[src/rtl/fc_stream_driver.sv]
// Packs a serial activation stream into one FC input vector, pulses the FC enable,
// captures the FC's registered result and offers it downstream on a valid/ready port.
module fc_stream_driver #(
  parameter int N_IN = 16,
  parameter int DW   = 10,
  parameter int RW   = 32
) (
  input  logic               i_clk,
  input  logic               i_reset,
  input  logic               i_clear,
  input  logic               i_s_valid,
  input  logic [DW-1:0]      i_s_data,
  output logic               o_s_ready,
  output logic               o_fc_enable,
  output logic [N_IN*DW-1:0] o_fc_data,
  input  logic [RW-1:0]      i_fc_result,
  output logic               o_m_valid,
  output logic [RW-1:0]      o_m_result,
  input  logic               i_m_ready,
  output logic [4:0]         o_count,
  output logic [1:0]         o_state
);

  localparam logic [1:0] ST_FILL    = 2'd0;
  localparam logic [1:0] ST_FIRE    = 2'd1;
  localparam logic [1:0] ST_CAPTURE = 2'd2;
  localparam logic [1:0] ST_OUT     = 2'd3;

  // Handshakes: a transfer happens on a rising edge where valid and ready are
  // both high; valid never depends on ready, and an offered item stays stable
  // until it is taken.
  logic [1:0]         state_q, state_d;
  logic [4:0]         count_q, count_d;
  logic [N_IN*DW-1:0] data_q, data_d;
  logic [RW-1:0]      result_q, result_d;

  always_comb begin
    state_d  = state_q;
    count_d  = count_q;
    data_d   = data_q;
    result_d = result_q;
    if (i_clear) begin
      state_d = ST_FILL;
      count_d = 5'd0;
    end else begin
      case (state_q)
        ST_FILL: begin
          if (i_s_valid) begin
            data_d[int'(count_q) * DW +: DW] = i_s_data;
            count_d = count_q + 5'd1;
            if (count_q == 5'(N_IN - 1)) state_d = ST_FIRE;
          end
        end
        ST_FIRE:    state_d = ST_CAPTURE;
        // The FC registered its result on the FIRE edge, so it is valid now.
        ST_CAPTURE: begin
          result_d = i_fc_result;
          state_d  = ST_OUT;
        end
        ST_OUT: begin
          if (i_m_ready) begin
            count_d = 5'd0;
            state_d = ST_FILL;
          end
        end
        default: state_d = ST_FILL;
      endcase
    end
  end

  always_ff @(posedge i_clk or posedge i_reset) begin
    if (i_reset) begin
      state_q  <= ST_FILL;
      count_q  <= 5'd0;
      data_q   <= '0;
      result_q <= '0;
    end else begin
      state_q  <= state_d;
      count_q  <= count_d;
      data_q   <= data_d;
      result_q <= result_d;
    end
  end

  // Enable is gated by clear so an aborted FIRE cycle never reaches the FC.
  assign o_fc_enable = (state_q == ST_FIRE) && !i_clear;
  assign o_s_ready   = (state_q == ST_FILL);
  assign o_m_valid   = (state_q == ST_OUT);
  assign o_m_result  = result_q;
  assign o_fc_data   = data_q;
  assign o_count     = count_q;
  assign o_state     = state_q;

endmodule

[config.mk]
export PLATFORM = sky130hd
export DESIGN_NAME = fc_stream_driver
export DESIGN_NICKNAME = d
export VERILOG_FILES = /design/src/rtl/fc_stream_driver.sv
export SDC_FILE = /design/constraint.sdc
export NUM_CORES = 1
export LEC_CHECK = 0
export ABC_AREA = 1
export CAP_MARGIN = 10
export CORE_MARGIN = 4
export CORE_UTILIZATION = 54
export DETAILED_ROUTE_END_ITERATION = 12
export PLACE_DENSITY = 0.89
export SKIP_CTS_REPAIR_TIMING = 1
export SLEW_MARGIN = 10
export SYNTH_ARGS = -nofsm -noshare
export SYNTH_HDL_FRONTEND = slang
export SYNTH_SLANG_ARGS = --single-unit
[constraint.sdc]
create_clock -name i_clk -period 13.3 [get_ports i_clk]
set_input_delay 1.33 -clock i_clk [delete_from_list [all_inputs] [get_ports i_clk]]
set_output_delay 1.33 -clock i_clk [all_outputs]
set_load 0.01 [all_outputs]
Word-level counts from Yosys, hierarchy flattened

Cells that the tools add are included.

Reductions and logical operators: 8
Bitwise gates (word level): 1
Multiply operators: 1
Shifts and indexed selects: 2
Eq/ne operators: 7
$add $sub $neg: 2
Multiplexer cells: 10

Operators with widths:

| cell                                                                       | count |
|---|---|
| 160-bit bitwise mux                                                        | 1 |
| 10-bit by 33-bit variable shift with 160-bit output (first input constant) | 1 |
| 10-bit by 33-bit indexed part select with 160-bit output                   | 1 |
| 9-bit negation with 33-bit output                                          | 1 |
| 5-bit two-way mux                                                          | 3 |
| 5-bit case mux with 2 select lines                                         | 1 |
| 3-bit AND reduction                                                        | 3 |
| 5-bit by 3-bit multiplier with 8-bit output (second input constant)        | 1 |
| 2-bit two-way mux                                                          | 4 |
| 2-bit case mux with 4 select lines                                         | 1 |
| 3-bit by 2-bit != test with 1-bit output (second input constant)           | 2 |
| 5-bit by 1-bit adder with 5-bit output (second input constant)             | 1 |
| 5-bit by 4-bit equality test with 1-bit output (second input constant)     | 1 |
| 2-bit equality test (second input constant)                                | 2 |
| 3-bit != test (second input constant)                                      | 1 |
| 3-bit nonzero test                                                         | 1 |
| 2-bit by 1-bit equality test with 1-bit output (second input constant)     | 1 |
| 2-bit logical NOT                                                          | 1 |
| 2-bit AND reduction                                                        | 1 |
| 1-bit logical AND                                                          | 1 |
| 1-bit logical NOT                                                          | 1 |
| 1-bit inverter                                                             | 1 |

Bits of input ports: 47
Logic and storage cells: 35
Output and inout port bits: 202
Bits in registers: 199

Depth between registers and ports, before layout

Depth after elaboration: 5
Depth in mapped cells: 20
Depth with buffers taken out: 20

Worst setup path after synthesis

Ideal clock, no wire load.

Path type: register to register
Start: reg count_q[1], in the netlist o_count[1]
End: reg data_q[56], in the netlist o_fc_data[56]
Data required time: 13183 ps
Setup slack: 9887 ps
Library setup time: 117 ps
Buffers on the path: 2
Clock period less this slack: 3413 ps
Cell stages (with the launch flop): 19
Arrival: 3296 ps
Path through: dfrtp_1 ha_1 ha_1 inv_1 fa_1 xnor2_1 nor2_2 nand2_1 inv_1 ha_1 inv_1 nor2_1 inv_2 nor2_2 buf_4 buf_4 nand3_1 nand2_1 nand2_1

Cells in the longest elaborated chain, start to end: 4
Elaborated cells on any way between the ends: 5
Classes of those cells: 1 x add/sub; 1 x mul; 2 x shift; 1 x mux

Ends and longest elaborated chain:

| item                                                                                                                            | line | source |
|---|---|---|
| from (decl)                                                                                                                     | 33   | `logic [4:0] count_q, count_d;` |
| from (signal assigned)                                                                                                          | 79   | `count_q <= count_d;` |
| 5-bit by 3-bit multiplier with 8-bit output (*)                                                                                 | 49   | `data_d[int'(count_q) * DW +: DW] = i_s_data;` |
| 9-bit negation with 33-bit output (*)                                                                                           | 49   |  |
| 10-bit by 33-bit indexed part select with 160-bit output or 10-bit by 33-bit variable shift with 160-bit output (tied branches) | 49   |  |
| 160-bit bitwise mux (*)                                                                                                         | 49   |  |
| to (signal assigned)                                                                                                            | 80   | `data_q <= data_d;` |
| to (decl)                                                                                                                       | 34   | `logic [N_IN*DW-1:0] data_q, data_d;` |

Every way passes the cells marked *; elsewhere a longest branch is shown, timed or not.
A chain may end at the register's enable or synchronous reset.

Worst setup path after layout

Start: reg count_q[0], in the netlist o_count[0]
End: reg data_q[11], in the netlist o_fc_data[11]

The elaborated chain is that of the path after synthesis.

==> flow_metrics.tcl <==
set metrics [dict create \
    run_status "completed" \
    h-tree-depth 4 \
    start_kind "flip-flop" \
    netlist-cell-type-count 41 \
    slew_headroom 0.276 \
    largest_fanout_on_the_critical_path 25 \
    placed_cell_area_sq_mm 0.0131 \
    cells_after_synthesis 1347 \
    wl_met1_mm 13.2 \
    numPortBuffers 248 \
    synth_top_cell_area_share 0.477 \
    placement_rows 50 \
    synth_net_count 1409 \
    final.setup.tns_ps 0 \
    route.vias.total 10500 \
    detail_route.wirelength_mm 34.5 \
    ys_warn_count 0 \
    synthTopCellsByCount "465 x nand2_1, 199 x dfrtp_1, 120 x nand3_1" \
    period_share 0.391 \
    layout.cell_area.non_filler_sq_mm 0.0137 \
    gpl.final_weighted_congestion 1.03 \
    cellPowerDensity_mw_per_mm2 258 \
    met3WireLength_mm 3.94 \
    detail_route.iter0.violations 1239 \
    ant_nets 0 \
    die-area_sq_mm 0.0216 \
    grt_pass1_wl_mm 54.3 \
    grt_usage 0.313 \
    first_global_vias 10400 \
    initial_core_util 0.554 \
    synth_area_sq_mm 0.0104 \
    global_route.overflow_total 0 \
    worstSkewPairLatency_ps 460 \
    rsz0062_at_grt "false" \
    post-synth-top-count-cell "nand2_1" \
    wl_met2_mm 15.9 \
    synth-async-reset-ratio 1.00 \
    critPathRequiredTime_ps 13630 \
    ys_dominant_reg_cell "dfrtp_1" \
    cell_type_contributing_the_most_total_cell_area_after_synthesis "dfrtp_1" \
    dp.cells 1815 \
    share_of_post_route_cells_with_drive_strength_above_1 0.0750 \
    critical_path_arrival_ps 5530 \
    finClkSkew_ps 20.3 \
    numCtsBuffers 17 \
    io_pins 249 \
    post-dp-hpwl_mm 25.5 \
    final_net_count 1636 \
    drcViolationCount 0 \
    grt_max_degree 126 \
    route.top_layer_used "met4" \
    antenna_violations_before_repair 0 \
    drtPass1Iterations 9 \
    synth-edff-count 0 \
    antenna_cells 0 \
    hold_class "flip-flop to flip-flop" \
    avgRoutedWirePerCell_um 18.7 \
    die_width_um 147 \
    max_cap_violations 0 \
    area_growth_pct 31.3 \
    max-clock-path-buffers 2 \
    crit_path_end_kind "flip-flop" \
    timing_hold_violations_final 0 \
    period_minus_slack_ps 5210 \
    tritoncts "built" \
    syn-mean-instance-area_sq_um 7.75 \
    maxSlewViolCount 0 \
    reg2reg_setup_slack_ps 8090 \
    chipHeight_um 147 \
    cts.sinks 199 \
    path_class "flip-flop to flip-flop" \
    instances_no_fill 1847 \
    cts-root-buf "clkbuf_16" \
    ys_seq_elements 199 \
    path_clk_slew_ps 80 \
    synth_seq_area_share 0.477 \
    fmax_ghz 0.192 \
    coreArea_sq_mm 0.0188 \
    synth_top_cells_by_area "dfrtp_1 48%, nand2_1 17%, nand3_1 5.8%" \
    post_drt_via_cell_ratio 5.69 \
    setup_viol 0 \
    peakVddDrop_mv 0.237 \
    total_leakage_power_nw 6.47 \
    timing_worst_slew_pin_value_ps 1080 \
]
[worst paths after layout]
| check | start | to | cells after the start |
|---|---|---|---|
| max | o_count[0] | o_fc_data[11] | 19 |
| min | o_fc_data[89] | o_fc_data[89] | 2 |
| max reg2reg | o_count[0] | o_fc_data[11] | 19 |
| min reg2reg | o_fc_data[89] | o_fc_data[89] | 2 |
| max in group asynchronous | i_reset | o_fc_data[3] | 3 |
| min in group asynchronous | i_reset | o_fc_data[120] | 2 |
[report_power, final]
part	internal (mW)	leakage, nW	switching [mW]
sequential	0.770	2.66	0.115
clock	0.286	0.295	0.255
combinational	0.646	3.52	1.46
[logic make-up (layout without fill, tap and decap cells)]
| logic type | Yosys count | count (layout) | share of synthesized area |
|---|---|---|---|
| simple gates | 771 | 771 | 0.316 |
| flops | 199 | 199 | 0.477 |
| buf+inv | 170 | 410 | 0.0653 |
| compound gates | 153 | 153 | 0.0816 |
| mux | 36 | 36 | 0.0385 |
| fa+ha+maj | 15 | 15 | 0.0187 |
| xor+xnor | 3 | 3 | 0.00324 |
[sequential cells by signal, summed over array words and instances (netlist names)]
signal / cells
o_count: 5
o_fc_data: 160
o_m_result: 32
o_state: 2
[per-layer routing]
metal  global-route usage  vias to the layer above
met3               0.0867                      117
met5                    0                        -
met2                0.508                      660
met4                0.131                        0
li1                     -                     4826
met1                0.398                     4907
[critical path, stage by stage (launching register included)]
cell and delay (ps):
dfrtp_1 860, ha_1 270, ha_1 190, inv_1 70, fa_1 390, xnor2_1 320, nor2_2 110, nand2_1 90
inv_1 60, ha_1 370, inv_1 130, nor2_1 240, inv_2 160, nor2_2 730, buf_4 420, inv_2 170
nor2_1 230, nand2_1 100, o21ai_0 100, inv_1 60
[layout make-up]
type / instances / area, sq um
timing repair buffer: 256 / 2540
sequential: 199 / 4980
fill: 1393 / 5120
clock buffer: 18 / 429
multi-input combinational: 978 / 4780
clock inverter: 14 / 184
tap: 260 / 325
inverter: 122 / 465
[per-stage QoR]
stage | hold slack (ps) | power (mW) | utilization | setup WS, ps
2_1_floorplan | 505 | 2.12 | - | 6540
3_3_place_gp | 458 | 2.89 | 0.695 | 8540
3_5_place_dp | 462 | 2.93 | 0.695 | 8320
4_1_cts | 481 | 3.48 | 0.728 | 8240
5_1_grt | 498 | 3.73 | 0.728 | 7900
6_report | 480 | 3.54 | 0.728 | 8090
[layout by cell type (no fill, tap or decap), types with 2 or more instances in the layout]
cell type / n
nand2_1: 465
clkdlybuf4s50_1: 248
dfrtp_1: 199
nand3_1: 120
nor2_1: 104
inv_1: 103
o21ai_0: 79
nand4_1: 35
o21ai_1: 34
mux2_2: 32
nor3_1: 19
inv_2: 18
clkbuf_16: 17
ha_1: 14
a21oi_1: 13
buf_4: 8
nor2_2: 7
o21a_1: 6
o31ai_1: 6
o21ai_2: 5
nand3b_1: 5
nand2_2: 4
nor2_4: 4
clkinv_4: 4
mux2i_1: 3
a22oi_1: 3
inv_8: 3
inv_6: 3
or2_1: 2
nand3_2: 2
nand2_4: 2
nor2_8: 2
o22ai_1: 2
o21bai_1: 2
clkinv_8: 2
bufinv_16: 2
Power figures use the tool's default switching activity.
==> RTL change 1, RTL diff (same settings) <==
Set the parameter `N_IN` to 8 (it was 16).
--- a/src/rtl/fc_stream_driver.sv
+++ b/src/rtl/fc_stream_driver.sv
@@ -1,7 +1,7 @@
 // Packs a serial activation stream into one FC input vector, pulses the FC enable,
 // captures the FC's registered result and offers it downstream on a valid/ready port.
 module fc_stream_driver #(
-  parameter int N_IN = 16,
+  parameter int N_IN = 8,
   parameter int DW   = 10,
   parameter int RW   = 32
 ) (
Interface: changed (resized o_fc_data); port bits go from 249 to 169. The function was not compared with the original's and may differ.
==> RTL change 1 against the original RTL <==
  * Worst setup slack gained 0.52 ns
  * Routed wire length is 35% lower
  * Via count decreased by 31%
  * Sequential cell count decreased by 80
  * Design area down 31%
  * Area after synthesis is 32% lower
  * Total power is 19% lower
  * Clock skew down 0.014 ns
  * Critical endpoint is now o_fc_data[53]
==> RTL change 1: results (changes against the original RTL) <==
| Metric | Value |
|---|---|
| Status | finished clean |
| Worst Skew | 0.006487 ns (-0.01377 ns) |
| Register area share after synthesis | 42.09% (-5.6 points) |
| Psw | 1.482 mW (-19%) |
| Post-synthesis adder-cell area fraction | 2.582% (+0.71 points) |
| Inst Count DP | 1228 (-32%) |
| Syn_area_per_cell | 7.682 µm² (-0.89%) |
| Peak VDD IR | 0.0001463 V (-38%) |
| CP arrival | 5.03 ns (-0.50 ns) |
| Hold Crit Class | flip-flop to flip-flop |
| Detailed Route Iter0 Violations | 851 (-31%) |
| Detailed placement HPWL | 15.93 mm (-38%) |
| Ratio of cells with drive above 1 in the final layout | 11.57% (+4.1 points) |
| Pin count of the biggest net entering global routing | 88 (-30%) |
| Commonest cells post-synth | nand2_1, dfrtp_1, nand3_1, inv_1, nor2_1 |
| First-pass GRT wire length | 35.51 mm (-35%) |
| CP Max Fanout | 27 (+8.0%) |
| Switching Fraction | 51.98% (+0.097 points) |
| Fin nets | 1137 (-31%) |
| Top delay family on crit path | adder cells |
| Vias in the first global route | 7103 (-31%) |
| Mux share of post-synthesis cell area | 5.234% (+1.4 points) |
| CP max stage cell | dfrtp_1 |
| Clk buf depth | 2 (unchanged) |
| Clock Latency Late Sink | 0.43 ns (-0.03 ns) |
| Area after DPL | 8816 µm² (-33%) |
| Largest cells by area after synthesis | dfrtp_1, nand2_1, nand3_1 |
| Post-Synth XOR/XNOR Area | 0.1238% (-0.20 points) |
| TritonRoute pass-1 iters | 5 (-4) |
| Max reg flops | 80 (-50%) |
| Clk pin slew, worst setup/hold paths | 0.06 ns (-0.02 ns) |
| Seq pwr share | 20.4% (-4.6 points) |
| LEAKAGE | 4.213 nW (-35%) |
| Yosys cell types | 51 (+24%) |
| Synth Warn # | 0 (unchanged) |
| Synth Area in Compound Gates | 10.36% (+2.2 points) |
| Port Buffers | 168 (-32%) |
| Total track usage | 30.27% (-1.0 points) |
| Place WS | 8.778 ns (+0.4591 ns) |
| Vias post-DR | 7218 (-31%) |
| Comb pwr share | 63.5% (+3.8 points) |
| Max_slew headroom | 36.95% (+9.4 points) |
| Layout fillers | 972 (-30%) |
| WL final | 22.32 mm (-35%) |
| Routability Congestion | 1.000 (-2.6%) |
| Final cell count without fillers | 1261 (-32%) |
| CTS buffer count | 17 (unchanged) |
| Synth Net Count | 982 (-30%) |
RTL change 1: cell types whose count changed in the layout (fill, tap and decap cells not counted), sizes merged, moves of 7 or more:
cell,delta
nor2,-35
nand2,-180
o22ai,+7
nand4,-10
nand3,-40
o21ai,-33
inv,-46
clkdlybuf4s50,-80
dfrtp,-80
RTL change 1: tightest hold or removal path: stages (launching register included):
cell     delay (ns)
dfrtp_1        0.35
nand2_1        0.05
nand2_1        0.04
RTL change 1: layout make-up:
class	count	area [µm²]	share of cell area [%]
clock inverter	14	148.9	1.579
sequential	119	2978	31.57
clock buffer	18	439.2	4.656
timing repair buffer	172	1732	18.36
tap	172	215.2	2.282
inverter	81	309.0	3.277
multi-input combinational	685	3610	38.27
RTL change 1: worst paths after layout:
path                                       end  slack (ns)  depth (start not counted)          start
worst max-delay path             o_fc_data[53]        8.61                         18     o_count[0]
worst min-delay path             o_fc_data[46]        0.47                          2  o_fc_data[46]
worst max register to register   o_fc_data[53]        8.61                         18     o_count[0]
worst min register to register   o_fc_data[46]        0.47                          2  o_fc_data[46]
max in group asynchronous        o_fc_data[20]       10.90                          4        i_reset
min in group asynchronous       o_m_result[15]        1.25                          2        i_reset
RTL change 1: cell families after synthesis:
group / Yosys count
DFF: 119
buffers and inverters: 117
xor gates and xnor gates: 1
AOI/OAI and AO/OA: 130
and+or+nand+nor: 507
adders and majority gates: 14
muxes: 33
RTL change 1: routing by layer:
metal	GRT usage (%)	vias up	wire, µm
li1	-	3361	-
met1	37.74	3356	8577
met2	50.15	409	10990
met3	7.373	92	1887
met4	13.16	0	860
met5	0	-	0
==> RTL change 2, RTL diff (same settings) <==
Made on the original files. Put one more register stage on the output `o_count`, cleared by the reset. The value now appears one clock later. The other outputs are not delayed to match.
--- a/src/rtl/fc_stream_driver.sv
+++ b/src/rtl/fc_stream_driver.sv
@@ -88,7 +88,13 @@
   assign o_m_valid   = (state_q == ST_OUT);
   assign o_m_result  = result_q;
   assign o_fc_data   = data_q;
-  assign o_count     = count_q;
+  always_ff @(posedge i_clk or posedge i_reset) begin
+    if (i_reset) begin
+      o_count <= '0;
+    end else begin
+      o_count <= count_q;
+    end
+  end
   assign o_state     = state_q;
 
 endmodule
Function: changed (a bounded check fails within 4 cycles, from zero or initial values and one cycle with i_reset high).
==> RTL change 2 against the original RTL <==
  * Design area up 3.2%
  * Sequential cell count up 5
  * Worst setup slack better by 0.45 ns
  * Hold slack worse by 0.0047 ns
  * Total power up 7.3%
  * Maximum frequency increased by 9.6%
  * Clock power is 14% higher
  * Routed wire length up 3.4%
  * Area after synthesis increased by 3.3%
  * Core utilization is 0.60 points lower
  * Critical path depth decreased by 1
  * Critical path type unchanged
  * Largest cell class unchanged
==> RTL change 2: results (changes against the original RTL) <==
| Metric | Value |
|---|---|
| Largest cells by area after synthesis | dfrtp_1, nand2_1, nand3_1 |
| Detailed Route Iter0 Violations | 1124 (-9.3%) |
| CP startpoint | count_q[0] |
| Cell internal pwr | 1.841 mW (+8.2%) |
| WHS | 0.4752 ns (-0.004693 ns) |
| Synth Net Count | 1443 (+2.4%) |
| WL final | 35.61 mm (+3.4%) |
| First-pass GRT wire length | 55.81 mm (+2.7%) |
| Commonest cells post-synth | nand2_1, dfrtp_1, nand3_1, inv_1, nor2_1 |
| Fin nets | 1675 (+2.4%) |
| Clock Latency Late Sink | 0.53 ns (+0.07 ns) |
| CP arrival | 5.15 ns (-0.38 ns) |
| Commonest register cell after synthesis | dfrtp_1 |
| Register area share after synthesis | 47.31% (-0.38 points) |
| Yosys cell types | 44 (+7.3%) |
| Slew @ Worst Pin | 1.000 ns (-0.08252 ns) |
| Detailed placement HPWL | 26.10 mm (+2.1%) |
| R2R setup slack | 8.55 ns (+0.45 ns) |
| Pin count of the biggest net entering global routing | 125 (-0.79%) |
| Clk pin slew, worst setup/hold paths | 0.06 ns (-0.02 ns) |
| Peak VDD IR | 0.0001647 V (-30%) |
| Vias/cell | 5.774 (+1.5%) |
| Clk buf depth | 3 (+1) |
| LEAKAGE | 6.582 nW (+1.7%) |
| Mapped Cells | 1381 (+2.5%) |
| Status | finished clean |
| Final cell count without fillers | 1890 (+2.3%) |
| TritonRoute pass-1 iters | 5 (-4) |
| Min-delay src | count_q[3] |
| CTS buffer count | 22 (+5) |
| Routability Congestion | 1.012 (-1.5%) |
| Ratio of cells with drive above 1 in the final layout | 8.308% (+0.81 points) |
| Worst Skew | 0.03272 ns (+0.01247 ns) |
| Total track usage | 31.52% (+0.20 points) |
| H-tree level count | 1 (-3) |
| Port Buffers | 248 (unchanged) |
## RTL change 2: power by group through the flow
stage	Combinational, mW	Clock [mW]	Sequential [mW]
2_1_floorplan	1.32	0	0.959
5_1_grt	2.43	0.645	0.927
3_5_place_dp	2.19	0	0.914
6_report	2.27	0.619	0.907
3_3_place_gp	2.15	0	0.906
4_1_cts	2.21	0.624	0.908
## RTL change 2: area by class of cell
cell class	instances	area [µm²]
clock buffers	32	648.1
clock inverters	4	81.33
fillers	1480	5449
inverters	139	529.3
multi-input cells	991	4911
flip-flops and latches	204	5105
well taps	265	331.6
repair buffers	255	2535
## RTL change 2: metal layers
metal	vias up	global-route usage (%)	wire length [µm]
met4	0	14.55	1848
met1	5137	38.37	13000
met2	675	52.60	16780
met3	144	8.295	3979
li1	4956	-	-
met5	-	0	0
## RTL change 2: path summary, 6_finish.rpt
kind | end | depth (start not counted)
max | o_fc_data[139] | 18
min | o_count[3] | 0
max reg2reg | o_fc_data[139] | 18
min reg2reg | o_count[3] | 0
max in group asynchronous | o_fc_data[130] | 3
min in group asynchronous | o_fc_data[58] | 2
## RTL change 2: cell families (layout without fill, tap and decap cells)
family | after synthesis | count (layout) | synth area share, %
AND/OR/NAND/NOR | 770 | 770 | 31.44
flip-flops | 204 | 204 | 47.31
buffers and inverters | 186 | 430 | 7.178
AO/OA/AOI/OAI | 171 | 171 | 8.604
multiplexers | 33 | 33 | 3.432
adder cells (fa/ha/maj) | 15 | 15 | 1.809
XOR/XNOR | 2 | 2 | 0.2320
## RTL change 2: stage by stage
stage	util (%)	total power [mW]	instance area (µm²)	setup WS (ns)
after floorplan	-	2.279	10790	6.403
after global placement	68.46	3.057	13410	8.780
after detailed placement	68.46	3.108	13410	8.719
after CTS	72.19	3.741	14140	8.705
after global routing	72.19	4.003	14140	8.176
final	72.19	3.796	14140	8.548
## RTL change 2: critical path, stage by stage, from the launching register on
cell	delay (ns)
dfrtp_1	0.85
ha_1	0.26
ha_1	0.19
inv_1	0.06
fa_1	0.56
nand4_1	0.18
nor2_1	0.21
nand2_1	0.11
inv_1	0.07
ha_1	0.20
inv_1	0.14
nor2_2	0.21
inv_2	0.09
nor2_2	0.15
inv_2	0.07
nor2_2	0.71
nand3_1	0.35
nand2_1	0.14
o21ai_0	0.09
